$ cat src/rtl/pic_inta_seq.sv
// -----------------------------------------------------------------------------
// pic_inta_seq
//
// CPU-side acknowledge sequencer for an 8259-compatible PIC.
//   * Takes masked requests from the IRR stage and raises int_out when the best
//     pending level outranks everything currently in service (fixed priority,
//     IR0 highest, fully nested).
//   * Runs the two-pulse 8086 INTA cycle:
//       - The first pulse latches the winner, sets isr[winner] and pulses
//         irq_clear[winner].
//       - The second pulse drives {vector_base, winner} onto the data bus.
//   * Retires in-service levels on specific or non-specific EOI commands.
//
// Build option:
//   AUTO_EOI_EN  When defined, isr[winner] is cleared on the rising edge that
//                ends the second INTA pulse. Explicit EOIs still work.
//                When undefined, the in-service bit is held until an EOI.
//
// Parameters:
//   ACK_TIMEOUT   Number of clk cycles allowed between the end of the first
//                 INTA pulse and the start of the second (1..255).
//
// Ports:
//   clk           System clock. All logic is on the rising edge.
//   rst           Synchronous reset, active-high.
//   irr[7:0]      Pending requests from the IRR stage.
//   imr[7:0]      Interrupt mask (1 = masked).
//   vector_base   ICW2 bits T7..T3.
//   inta_n        CPU interrupt acknowledge, active-low, already synchronised.
//   eoi_valid     One-cycle EOI command strobe.
//   eoi_specific  1 = specific EOI, 0 = non-specific EOI.
//   eoi_level     Level cleared by a specific EOI.
//   int_out       Interrupt request to the CPU.
//   isr[7:0]      In-Service Register.
//   irq_clear     One-hot, one-cycle pulse that drops the IRR edge latch.
//   data_out      Vector byte (holds the last vector while data_oe is 0).
//   data_oe       Data bus drive enable.
//   ack_error     One-cycle pulse when the second INTA pulse times out.
// -----------------------------------------------------------------------------
module pic_inta_seq #(
  parameter int unsigned ACK_TIMEOUT = 255
) (
  input  logic       clk,
  input  logic       rst,
  input  logic [7:0] irr,
  input  logic [7:0] imr,
  input  logic [4:0] vector_base,
  input  logic       inta_n,
  input  logic       eoi_valid,
  input  logic       eoi_specific,
  input  logic [2:0] eoi_level,
  output logic       int_out,
  output logic [7:0] isr,
  output logic [7:0] irq_clear,
  output logic [7:0] data_out,
  output logic       data_oe,
  output logic       ack_error
);

  localparam logic [7:0] TIMEOUT_C = 8'(ACK_TIMEOUT);

  typedef enum logic [2:0] {
    ST_IDLE  = 3'd0,
    ST_REQ   = 3'd1,
    ST_ACK1  = 3'd2,
    ST_WAIT2 = 3'd3,
    ST_ACK2  = 3'd4
  } state_t;

  // Index of the lowest set bit; 8 means "no bit set". This is also the
  // natural "no ceiling" value for the nesting comparison.
  function automatic logic [3:0] lowest_idx(input logic [7:0] v);
    logic [3:0] idx;
    idx = 4'd8;
    for (int i = 7; i >= 0; i--) begin
      if (v[i]) begin
        idx = 4'(i);
      end else begin
        idx = idx;
      end
    end
    return idx;
  endfunction

  // One-hot decode of a 4-bit index; index 8 (bit 3 set) decodes to zero.
  function automatic logic [7:0] idx_onehot(input logic [3:0] idx);
    logic [7:0] v;
    if (idx[3]) begin
      v = 8'h00;
    end else begin
      v = 8'h01 << idx[2:0];
    end
    return v;
  endfunction

  state_t     state_q, state_d;
  logic       inta_q, inta_d;
  logic [7:0] cnt_q, cnt_d;
  logic [2:0] winner_q, winner_d;
  logic       spurious_q, spurious_d;
  logic       ack1_entry_q, ack1_entry_d;
  logic       int_out_q, int_out_d;
  logic [7:0] isr_q, isr_d;
  logic [7:0] irq_clear_q, irq_clear_d;
  logic [7:0] data_out_q, data_out_d;
  logic       data_oe_q, data_oe_d;
  logic       ack_error_q, ack_error_d;

  logic [7:0] eligible_s;
  logic [3:0] cand_idx_s;
  logic [3:0] ceil_idx_s;
  logic       req_valid_s;
  logic       fall_s;
  logic       rise_s;
  logic [7:0] eoi_clr_s;
  logic [7:0] auto_clr_s;
  logic [7:0] isr_set_s;

  // Request qualification, INTA edge detection and EOI clear mask
  always_comb begin
    eligible_s  = irr & ~imr;
    cand_idx_s  = lowest_idx(eligible_s);
    ceil_idx_s  = lowest_idx(isr_q);
    // cand_idx_s is 8 when nothing is eligible, which is never below a ceiling.
    req_valid_s = (cand_idx_s < ceil_idx_s);
    fall_s      = inta_q & ~inta_n;
    rise_s      = ~inta_q & inta_n;
    eoi_clr_s   = 8'h00;
    if (eoi_valid) begin
      if (eoi_specific) begin
        eoi_clr_s = idx_onehot({1'b0, eoi_level});
      end else begin
        // Non-specific EOI retires the highest-priority level in service.
        eoi_clr_s = idx_onehot(ceil_idx_s);
      end
    end else begin
      eoi_clr_s = 8'h00;
    end
  end

  // Acknowledge FSM: next state and registered-output next values
  always_comb begin
    state_d      = state_q;
    inta_d       = inta_n;
    cnt_d        = cnt_q;
    winner_d     = winner_q;
    spurious_d   = spurious_q;
    ack1_entry_d = 1'b0;
    int_out_d    = 1'b0;
    irq_clear_d  = 8'h00;
    data_out_d   = data_out_q;
    data_oe_d    = 1'b0;
    ack_error_d  = 1'b0;
    isr_set_s    = 8'h00;
    auto_clr_s   = 8'h00;

    case (state_q)
      ST_IDLE: begin
        // A falling INTA edge here is deliberately ignored.
        if (req_valid_s) begin
          state_d = ST_REQ;
        end else begin
          state_d = ST_IDLE;
        end
      end

      ST_REQ: begin
        // The CPU has committed once it pulls INTA low. Go on to ACK1 even if
        // the request vanished in the same cycle; ACK1 then reports spurious.
        if (fall_s) begin
          state_d      = ST_ACK1;
          ack1_entry_d = 1'b1;
        end else if (!req_valid_s) begin
          state_d = ST_IDLE;
        end else begin
          int_out_d = 1'b1;
        end
      end

      ST_ACK1: begin
        if (ack1_entry_q) begin
          if (req_valid_s) begin
            winner_d    = cand_idx_s[2:0];
            spurious_d  = 1'b0;
            isr_set_s   = idx_onehot(cand_idx_s);
            irq_clear_d = idx_onehot(cand_idx_s);
          end else begin
            // Spurious acknowledge: report IR7 without touching the ISR.
            winner_d   = 3'd7;
            spurious_d = 1'b1;
          end
        end else begin
          winner_d = winner_q;
        end
        if (rise_s) begin
          state_d = ST_WAIT2;
          cnt_d   = 8'd0;
        end else begin
          state_d = ST_ACK1;
        end
      end

      ST_WAIT2: begin
        // A fall in the same cycle as the timeout still counts as on time.
        if (fall_s) begin
          state_d = ST_ACK2;
          cnt_d   = 8'd0;
        end else if ((cnt_q + 8'd1) == TIMEOUT_C) begin
          state_d     = ST_IDLE;
          cnt_d       = 8'd0;
          ack_error_d = 1'b1;
        end else begin
          cnt_d = cnt_q + 8'd1;
        end
      end

      ST_ACK2: begin
        if (rise_s) begin
          state_d   = ST_IDLE;
          data_oe_d = 1'b0;
`ifdef AUTO_EOI_EN
          // Release the nesting ceiling as soon as the vector has been read.
          if (!spurious_q) begin
            auto_clr_s = idx_onehot({1'b0, winner_q});
          end else begin
            auto_clr_s = 8'h00;
          end
`else
          auto_clr_s = 8'h00;
`endif
        end else begin
          data_oe_d  = 1'b1;
          data_out_d = {vector_base, winner_q};
        end
      end

      default: begin
        state_d = ST_IDLE;
      end
    endcase

    // EOI clears are taken from the pre-cycle ISR. The ACK1 set is applied
    // last, so it wins if both hit the same bit.
    isr_d = (isr_q & ~eoi_clr_s & ~auto_clr_s) | isr_set_s;
  end

  // State and output registers with synchronous reset
  always_ff @(posedge clk) begin
    if (rst) begin
      state_q      <= ST_IDLE;
      inta_q       <= 1'b1;
      cnt_q        <= 8'd0;
      winner_q     <= 3'd0;
      spurious_q   <= 1'b0;
      ack1_entry_q <= 1'b0;
      int_out_q    <= 1'b0;
      isr_q        <= 8'h00;
      irq_clear_q  <= 8'h00;
      data_out_q   <= 8'h00;
      data_oe_q    <= 1'b0;
      ack_error_q  <= 1'b0;
    end else begin
      state_q      <= state_d;
      inta_q       <= inta_d;
      cnt_q        <= cnt_d;
      winner_q     <= winner_d;
      spurious_q   <= spurious_d;
      ack1_entry_q <= ack1_entry_d;
      int_out_q    <= int_out_d;
      isr_q        <= isr_d;
      irq_clear_q  <= irq_clear_d;
      data_out_q   <= data_out_d;
      data_oe_q    <= data_oe_d;
      ack_error_q  <= ack_error_d;
    end
  end

  assign int_out   = int_out_q;
  assign isr       = isr_q;
  assign irq_clear = irq_clear_q;
  assign data_out  = data_out_q;
  assign data_oe   = data_oe_q;
  assign ack_error = ack_error_q;

endmodule

$ cat config.mk
export PLATFORM = sky130hd
export DESIGN_NAME = pic_inta_seq
export DESIGN_NICKNAME = d
export VERILOG_FILES = /design/src/rtl/pic_inta_seq.sv
export SDC_FILE = /design/constraint.sdc
export NUM_CORES = 1
export LEC_CHECK = 0
export CAP_MARGIN = 40
export CORE_MARGIN = 1
export CORE_UTILIZATION = 35
export DETAILED_ROUTE_END_ITERATION = 10
export SYNTH_ARGS = -nofsm -noshare
export SYNTH_HDL_FRONTEND = slang
export SYNTH_SLANG_ARGS = --single-unit
$ cat constraint.sdc
create_clock -name clk -period 6.2 [get_ports clk]
set_clock_uncertainty 0.2 [all_clocks]
set_input_delay 0.62 -clock clk [delete_from_list [all_inputs] [get_ports clk]]
set_output_delay 0.62 -clock clk [all_outputs]
set_load 0.01 [all_outputs]
==> flow_results.org, run 1 <==
** Clock network
- CTS tree :: yes
- Later-pin clock latency in the skew report :: 290 ps
- Clock H-tree levels :: 2
- Buffers from clock root to sink, at most :: 2
- Number of buffers created by CTS :: 5
- Library cell used as clock root buffer :: sky130_fd_sc_hd__clkbuf_8
- In this run, post-CTS repair resized a total of 0 instances.
- Setup fix buffers added after clock tree synthesis :: 0
- Worst-path clk slew :: about 80 ps
- CTS sink cnt :: 43
- Number of buffers added to fix hold violations after cts :: 0

** Timing
- Summed negative setup slack over all endpoints :: 0 ps
- Unrepaired setup endpoints after global routing :: no
- Final setup violation count :: 0
- Fin crit period :: between 3000 and 4000 ps
- Max transition margin :: 0.5469
- Final clock period utilization by the worst path :: 0.5518
- For this run, the top clock speed supported by timing is just under 0.3 GHz.
- Hold Worst Slack :: 303.0 ps
- At the pin with the least slew margin, the transition time is between 600 and 700 ps.
- The number of slew-limit violations in the final report came to 0.
- Count of final hold-check violations :: 0
- Worst path setup slack after routing :: 2779 ps

** Floorplan
- The die covers about 0.0066 sq mm.
- From bottom edge to top edge, the die measures 81.07 um.
- 56 I/O pins were placed.
- Initial Utilization :: 0.3653
- Die outline width :: approximately 81 um
- The initialized floorplan defines 28 standard-cell rows.
- The floorplan step defined a core boundary enclosing approximately 0.0060 sq mm.

** Placed design
- Weighted congestion reported at the end of routability-driven placement :: 0.8479
- Prior to clock tree synthesis, the placed netlist has a worst setup slack of roughly 2500 ps.
- The placed instances occupy a cell area of between 0.002 and 0.003 sq mm.
- Detailed placement ended at an HPWL of 3983 um.
- Buffers placed on the I/O ports in this run total 55.

** Drt
- In this run the remaining antenna-violating nets after routing total 0.
- The detailed router placed about 2,100 vias in this run.
- Post-detailed-routing wire length :: roughly 5100 um
- DR DRC count :: 0
- After the first detailed-routing iteration, the DRC count stood at about 210.
- The pre-antenna-repair detailed-routing pass consisted of 4 iterations.
- Drt wl/cell :: between 10 and 15 um
- Using the TritonRoute via totals, the vias-per-cell ratio works out to a little over 5.

** Cells and area
- The repair_antennas step left the layout with diodes totalling 0.
- Number of nets in the layout :: 359
- From synthesis to final layout, the design area changed by 32.25%.
- In the layout the commonest cells are sky130_fd_sc_hd__clkdlybuf4s50_1 (55), sky130_fd_sc_hd__dfxtp_1 (43), sky130_fd_sc_hd__nor2_1 (42).
- Most common library cell in the layout ignoring fill and taps :: sky130_fd_sc_hd__clkdlybuf4s50_1
- For this run, the share of the core covered by cells in the final layout is 0.4831.
- After routing the design area is just under 0.003 sq mm.
- Of the cells placed in the final design, the portion with a size suffix greater than 1 is 0.05215.

** Worst setup path
- Critical Path, Cell by Cell :: clkdlybuf4s50_1, nand2b_1, o21ai_0, or3_1, nand2_1, inv_1, ha_1, a211o_1, a21o_1, a211oi_1, nor2_1, o31a_1
- R2R cell count :: 8
- The critical path starts at imr[6].
- CP required :: slightly above 6000 ps
- The largest single stage delay on the critical path is roughly 440 ps.
- The slowest stage of the critical path belongs to the cell sky130_fd_sc_hd__clkdlybuf4s50_1.
- Number of buffer and inverter stages on the critical path :: 2
- The endpoint identified for the worst register-to-register timing path is winner_q[1]$_SDFFE_PP0P_.
- The kind of cell with the highest combined delay along the critical path is compound AO/OA/AOI/OAI gates.
- Critical Path AT :: about 3400 ps
- The worst register-to-register path begins at isr[0]$_SDFF_PP0_.
- The critical path in this run is classified as primary input to flop.
- Worst Setup EP :: winner_q[1]$_SDFFE_PP0P_
- Along the worst path, the maximum fanout reaches 11.
- Category of the worst setup path launch point :: primary input
- FF-to-FF setup slack :: 3320 ps
- Sort of element at the end of the critical path :: flop
- In this run the number of cells on the critical path is 12.

** Synth
- After synthesis, the netlist uses between 40 and 50 different library cells.
- EDFF count, synth :: 0
- Top area cells in the synthesized netlist :: sky130_fd_sc_hd__dfxtp_1 (39%), sky130_fd_sc_hd__nor2_1 (7.2%), sky130_fd_sc_hd__nand2_1 (3.8%)
- Synthesis inferred 43 register bits.
- The average instance in the mapped netlist occupies roughly 8 sq um.
- Synth warn :: 0
- Synthesis produced ~270 cells.
- Nets in the synthesized netlist :: 303
- sky130_fd_sc_hd__dfxtp_1 takes more of the synthesized area than any other cell.
- Post-synthesis async set-or-reset flop share :: 0
- For this run, the register share of the synthesized area comes to 0.3934.
- The most used flip-flop cell after synthesis is sky130_fd_sc_hd__dfxtp_1.
- The synthesized netlist occupies a cell area of 0.002188 sq mm.
- Area fraction of the dominant cell type after synthesis :: 0.3934

** Global routing
- Vias in the first global route :: 1,800
- Wire length of the first global-routing pass :: ~8400 um
- Across every metal layer, demand over resource in global routing totals 0.1688.
- Remaining global-route overflow :: 0
- Entering global routing, the biggest net connects 28 pins.
- Number of antenna violations at the first check in global routing :: 0

** Power and ir drop
- Clock share of power :: 0.334
- Maximum resistive drop on vdd :: 0.0001381 V
- For this design the ratio of total power to cell area is 181.7 mW/mm^2.
- Share of power burned in registers :: 0.538
- Net switching power figure :: 0.0001352 W
- For this design the static power due to leakage is about 1.1 nW.
- Cell Int Power :: about 0.00039 W
- Of the total power, the share spent switching nets is 0.2571.
- Of the total power, combinational logic draws 0.128.

** Job
- Maxcap violations :: 0

** Hold path
- Class of the tightest hold or removal check :: flop to flop

** Outcome
- Status :: finished clean
[worst min-delay path by stage]
| stage | from | end | slack (ps) | depth (start not counted) |
|---|---|---|---|---|
| CTS | cnt_q[2]$_SDFFE_PP0P_ | cnt_q[2]$_SDFFE_PP0P_ | 310 | 2 |
| global placement | data_out[6]$_SDFFE_PP0P_ | data_out[6]$_SDFFE_PP0P_ | 280 | 2 |
| finish | cnt_q[2]$_SDFFE_PP0P_ | cnt_q[2]$_SDFFE_PP0P_ | 300 | 2 |
| floorplan | cnt_q[2]$_SDFFE_PP0P_ | cnt_q[2]$_SDFFE_PP0P_ | 260 | 2 |
| global route | cnt_q[7]$_SDFFE_PP0P_ | cnt_q[7]$_SDFFE_PP0P_ | 330 | 1 |
| detailed placement | data_out[4]$_SDFFE_PP0P_ | data_out[4]$_SDFFE_PP0P_ | 290 | 2 |
[worst register-to-register path, stage by stage, from the launching register on]
cell                       delay [ps]
sky130_fd_sc_hd__dfxtp_1          390
sky130_fd_sc_hd__nor4_1           450
sky130_fd_sc_hd__nand3_1          150
sky130_fd_sc_hd__ha_1             310
sky130_fd_sc_hd__a211o_1          290
sky130_fd_sc_hd__a21o_1           180
sky130_fd_sc_hd__a211oi_1         270
sky130_fd_sc_hd__nor2_1           220
sky130_fd_sc_hd__o31a_1           320
[cells in the mapped netlist, types with 2 or more instances]
library cell,number
sky130_fd_sc_hd__dfxtp_1,43
sky130_fd_sc_hd__nor2_1,42
sky130_fd_sc_hd__nand2_1,22
sky130_fd_sc_hd__inv_1,14
sky130_fd_sc_hd__o21ai_0,14
sky130_fd_sc_hd__nand2b_1,11
sky130_fd_sc_hd__a21oi_1,10
sky130_fd_sc_hd__nand3_1,10
sky130_fd_sc_hd__nor2b_1,9
sky130_fd_sc_hd__nor3_1,9
sky130_fd_sc_hd__mux2i_1,8
sky130_fd_sc_hd__a21o_1,6
sky130_fd_sc_hd__o31ai_1,6
sky130_fd_sc_hd__clkbuf_1,5
sky130_fd_sc_hd__ha_1,5
sky130_fd_sc_hd__a211o_1,4
sky130_fd_sc_hd__a211oi_1,4
sky130_fd_sc_hd__nor3b_1,4
sky130_fd_sc_hd__o22ai_1,4
sky130_fd_sc_hd__a31oi_1,3
sky130_fd_sc_hd__a22o_1,2
sky130_fd_sc_hd__and2_1,2
sky130_fd_sc_hd__and3_1,2
sky130_fd_sc_hd__nand4_1,2
sky130_fd_sc_hd__o21ai_1,2
sky130_fd_sc_hd__or2_2,2
sky130_fd_sc_hd__or2b_1,2
sky130_fd_sc_hd__or3_1,2
sky130_fd_sc_hd__xnor2_1,2
[routing by layer]
layer	wire length, um	vias up	GRT usage
li1	-	1064	-
met1	2516	928	0.2459
met2	2175	73	0.2437
met3	382	5	0.03371
met4	72	0	0.05893
met5	0	-	0
[through the flow]
step,instances,power [W]
after global placement,393,0.0003569
after global routing,401,0.0005555
after floorplan,269,0.0003263
after CTS,401,0.0005327
final,401,0.0005257
after detailed placement,393,0.0003564
[state kept, by name (all words and copies together), names as in the netlist]
name	cells
data_out	8
ack1_entry_q	1
int_out	1
isr	8
state_q	3
winner_q	3
irq_clear	8
data_oe	1
ack_error	1
cnt_q	8
inta_q	1
[cells by family (layout without fill, tap and decap cells)]
family	count (synthesis)	count (layout)	synth area share
AND/OR/NAND/NOR	122	122	0.2716
AO/OA/AOI/OAI	68	68	0.2218
flip-flops	43	43	0.3934
buffers and inverters	21	78	0.04002
multiplexers	8	8	0.03659
adder cells (fa/ha/maj)	5	5	0.02859
XOR/XNOR	2	2	0.008006
[cell type report]
class	count	area [sq um]
clock buffer	5	68.82
fill	592	3097
tap	75	93.84
multi-input combinational	205	1240
timing repair buffer	56	558.0
inverter	14	52.55
sequential	43	860.8
clock inverter	3	20.02
[power by group through the flow]
stage / Sequential, W / Combinational (W) / Clock (W)
floorplan: 0.000289 / 0.0000374 / 0
global placement: 0.000289 / 0.0000676 / 0
detailed placement: 0.000289 / 0.0000673 / 0
CTS: 0.000283 / 0.0000676 / 0.000182
global route: 0.000283 / 0.0000756 / 0.000197
finish: 0.000283 / 0.0000674 / 0.000176
(Power assumes the default switching activity.)
==> run 2, diff against run 1 <==
- clock period: 6.2 -> 3.6 ns (I/O delays scaled with it)
==> flow_results.org, run 2 (synthesized netlist as in run 1, its figures left out) <==
** Power and ir drop
- Maximum resistive drop on vdd :: 0.0001554 V (was 0.0001381 V)
- The ratio of total power to cell area is 316.8 mW/mm^2 (was 181.7 mW/mm^2).
- Static power due to leakage :: 1.058 nW (was 1.054 nW)
- Post-layout power :: 0.0009185 W (was 0.0005257 W)

** Clock network
- Later-pin clock latency in the skew report :: 300 ps (was 290 ps)
- Buffers from clock root to sink, at most :: 2 (unchanged)
- Quantity of gates resized following cts :: 0 (unchanged)
- Number of buffers created by CTS :: 5 (unchanged)
- The cell at the root of the clock tree was sky130_fd_sc_hd__clkbuf_8 (unchanged).
- Clock H-tree levels :: 2 (unchanged)
- CTS sink cnt :: 43 (unchanged)
- CTS tree :: yes (unchanged)
- Number of buffers added to fix hold violations after cts :: 0 (unchanged)
- Worst-path clk slew :: 90 ps (was 80 ps)
- Setup fix buffers added after clock tree synthesis :: 0 (unchanged)

** Global routing
- Remaining global-route overflow :: 0 (unchanged)
- The via count of the first global-routing pass came to 1,859 (was 1,800).
- Number of antenna violations at the first check in global routing :: 0 (unchanged)
- Largest net degree at the start of global routing :: 16 (was 28)
- The total global routing track utilization was 0.1803 (was 0.1688).
- Wire length of the first global-routing pass :: 8970 um (was 8424 um)

** Worst setup path
- The element type at the critical path start was a primary input (unchanged).
- CP required :: 3580 ps (was 6190 ps)
- The highest cell delay on the worst timing path came to 440 ps (about the same).
- The critical-path cell with the highest stage delay is sky130_fd_sc_hd__clkdlybuf4s50_1 (unchanged).
- FF-to-FF setup slack :: 660 ps (was 3320 ps)
- Reg-to-reg critical path endpoint :: isr[7]$_SDFF_PP0_ (was winner_q[1]$_SDFFE_PP0P_)
- Worst flop-to-flop path startpoint :: isr[0]$_SDFF_PP0_ (unchanged)
- Critical Path, Cell by Cell :: clkdlybuf4s50_1, nand2b_1, o21ai_0, or3_1, nand2_1, inv_1, ha_1, a211o_1, a21o_1, a211oi_1, nor2_1, o31ai_1 (was clkdlybuf4s50_1, nand2b_1, o21ai_0, or3_1, nand2_1, inv_1, ha_1, a211o_1, a21o_1, a211oi_1, nor2_1, o31a_1)
- The capturing instance or port of the critical path was isr[7]$_SDFF_PP0_ (was winner_q[1]$_SDFFE_PP0P_).
- The path type of the worst setup path was primary input to flop (unchanged).
- The kind of capture point of the worst setup path was a flop (unchanged).
- The arrival time reported for the critical path endpoint is 3170 ps (was 3410 ps).
- The logic depth of the worst register-to-register path is 8 (unchanged).
- Startpoint of the most critical setup path :: imr[6] (unchanged)
- The maximum fanout along the worst path came to 11 (unchanged).

** Timing
- The worst slew margin relative to its limit came to 0.5218 (was 0.5469).
- Worst path setup slack after routing :: 412.9 ps (was 2779 ps)
- Unrepaired setup endpoints after global routing: no (unchanged).
- Fin crit period :: ~3200 ps
- The worst hold slack came to 298.4 ps (was 303.0 ps).
- The final number of hold-violating endpoints was 0 (unchanged).
- The slew at the pin with the worst max-slew slack is 714.6 ps (was 677.2 ps).
- Final setup violation count :: 0 (unchanged)
- Based on the critical path, the design can be clocked at up to about 0.31 GHz.
- The number of slew-limit violations in the final report is 0 (unchanged).
- Of the available clock period, the critical path in the final layout requires 0.8853.
- Summed negative setup slack over all endpoints :: 0 ps (unchanged)

** Floorplan
- # rows :: 28 (unchanged)
- The I/O pin count came to 56 (unchanged).
- The overall die height is 81.07 um (unchanged).
- The floorplan core area is 0.005991 sq mm (unchanged).
- The initial cell density of the core was 0.3653 (unchanged).
- Die outline width :: 81.07 um (unchanged)
- The die area is 0.006572 sq mm (unchanged).

** Cells and area
- The commonest non-fill, non-tap cell in the layout is sky130_fd_sc_hd__clkdlybuf4s50_1 (unchanged).
- The total of fill cells in the finished design came to 605 (was 592).
- Number of nets in the layout :: 359 (unchanged)
- The multi-input gate area in the final layout was 0.001240 sq mm (unchanged).
- Most frequent cells in the layout: sky130_fd_sc_hd__clkdlybuf4s50_1 (55), sky130_fd_sc_hd__dfxtp_1 (43), sky130_fd_sc_hd__nor2_1 (42) (unchanged).
- Fraction of layout cells with a size suffix above 1 :: 0.05215 (unchanged)
- The number of antenna repair diodes was 0 (unchanged).
- FF+latch area :: 860.8 sq um (unchanged)
- Area growth from synthesis to layout :: 32.48% (was 32.25%)

** Outcome
- Status: finished clean (unchanged).

** Drt
- The via total after detailed routing is 2,049 (was 2,070).
- Post-detailed-routing wire length :: 5379 um (was 5146 um)
- Drt wl/cell :: 13.41 um (was 12.83 um)
- Antenna Nets Post-Route :: 0 (unchanged)
- The number of iterations in the first detailed-routing pass was 4 (unchanged).
- Number of design-rule violations left by the first detailed-router iteration :: 133 (was 207)
- The number of DRC violations after detailed routing is 0 (unchanged).
- The per-cell via count in the routed design was 5.110 (was 5.162).

** Hold path
- Number of cells on the worst hold path :: 2 (unchanged)
- The type of the most critical hold path is flop to flop (unchanged).
- The source of the worst hold timing path is cnt_q[2]$_SDFFE_PP0P_ (unchanged).

** Placed design
- The number of input and output port buffers inserted is 55 (unchanged).
- Estimated wirelength of the detail-placed design :: 4156 um (was 3983 um)
- Worst setup slack before clock tree synthesis :: 124.5 ps (was 2498 ps)
- Weighted congestion reported at the end of routability-driven placement :: 0.8467 (was 0.8479)

** Job
- Maxcap violations :: 0 (unchanged)
==> run 2: cell count changes in the layout (fill, tap and decap cells not counted) <==
cell,delta
sky130_fd_sc_hd__clkinv_4,+2
sky130_fd_sc_hd__clkinv_2,-1
sky130_fd_sc_hd__clkinvlp_4,-1
==> run 2: per-stage QoR <==
stage | utilization | cell area, sq um | instances
finish | 0.4839 | 2899 | 401
global route | 0.4839 | 2899 | 401
CTS | 0.4839 | 2899 | 401
detailed placement | 0.4683 | 2805 | 393
global placement | 0.4683 | 2805 | 393
floorplan | - | 2188 | 269
==> run 2: worst min-delay path by stage <==
stage,end,slack [ps]
after CTS,cnt_q[2]$_SDFFE_PP0P_,300
after global placement,data_out[5]$_SDFFE_PP0P_,280
after detailed placement,data_out[7]$_SDFFE_PP0P_,290
after floorplan,cnt_q[2]$_SDFFE_PP0P_,260
after global routing,cnt_q[7]$_SDFFE_PP0P_,340
final,cnt_q[2]$_SDFFE_PP0P_,300
==> run 2: critical path: cells and delay by family <==
family | cells | cell delay, ps
adders and majority gates | 1 | 230
and+or+nand+nor | 4 | 880
buffers and inverters | 2 | 550
AOI/OAI and AO/OA | 5 | 1140
==> run 2: layout make-up <==
cell class / count / share of cell area
timing repair buffer: 56 / 0.1925
clock inverter: 3 / 0.008632
clock buffer: 5 / 0.02374
multi-input combinational: 205 / 0.4277
tap: 75 / 0.03237
sequential: 43 / 0.2969
inverter: 14 / 0.01813
==> run 2: metal layers <==
| metal | global-route usage | routed length (um) |
|---|---|---|
| met5 | 0 | 0 |
| met4 | 0.06429 | 60 |
| met3 | 0.03258 | 268 |
| met2 | 0.2706 | 2349 |
| met1 | 0.2562 | 2701 |
==> run 2: power by group <==
group / internal, W / switching [W] / total, W
sequential: 0.000481 / 0.00000615 / 0.000487
combinational: 0.0000565 / 0.0000608 / 0.000117
clock: 0.000139 / 0.000175 / 0.000314
total: 0.000676 / 0.000242 / 0.000918
==> run 3, diff against run 2 <==
- GPL_ROUTABILITY_DRIVEN: not set -> 0
==> results of run 3 <==
Same layout as run 2: the final DEF is identical, and so are final timing and power.
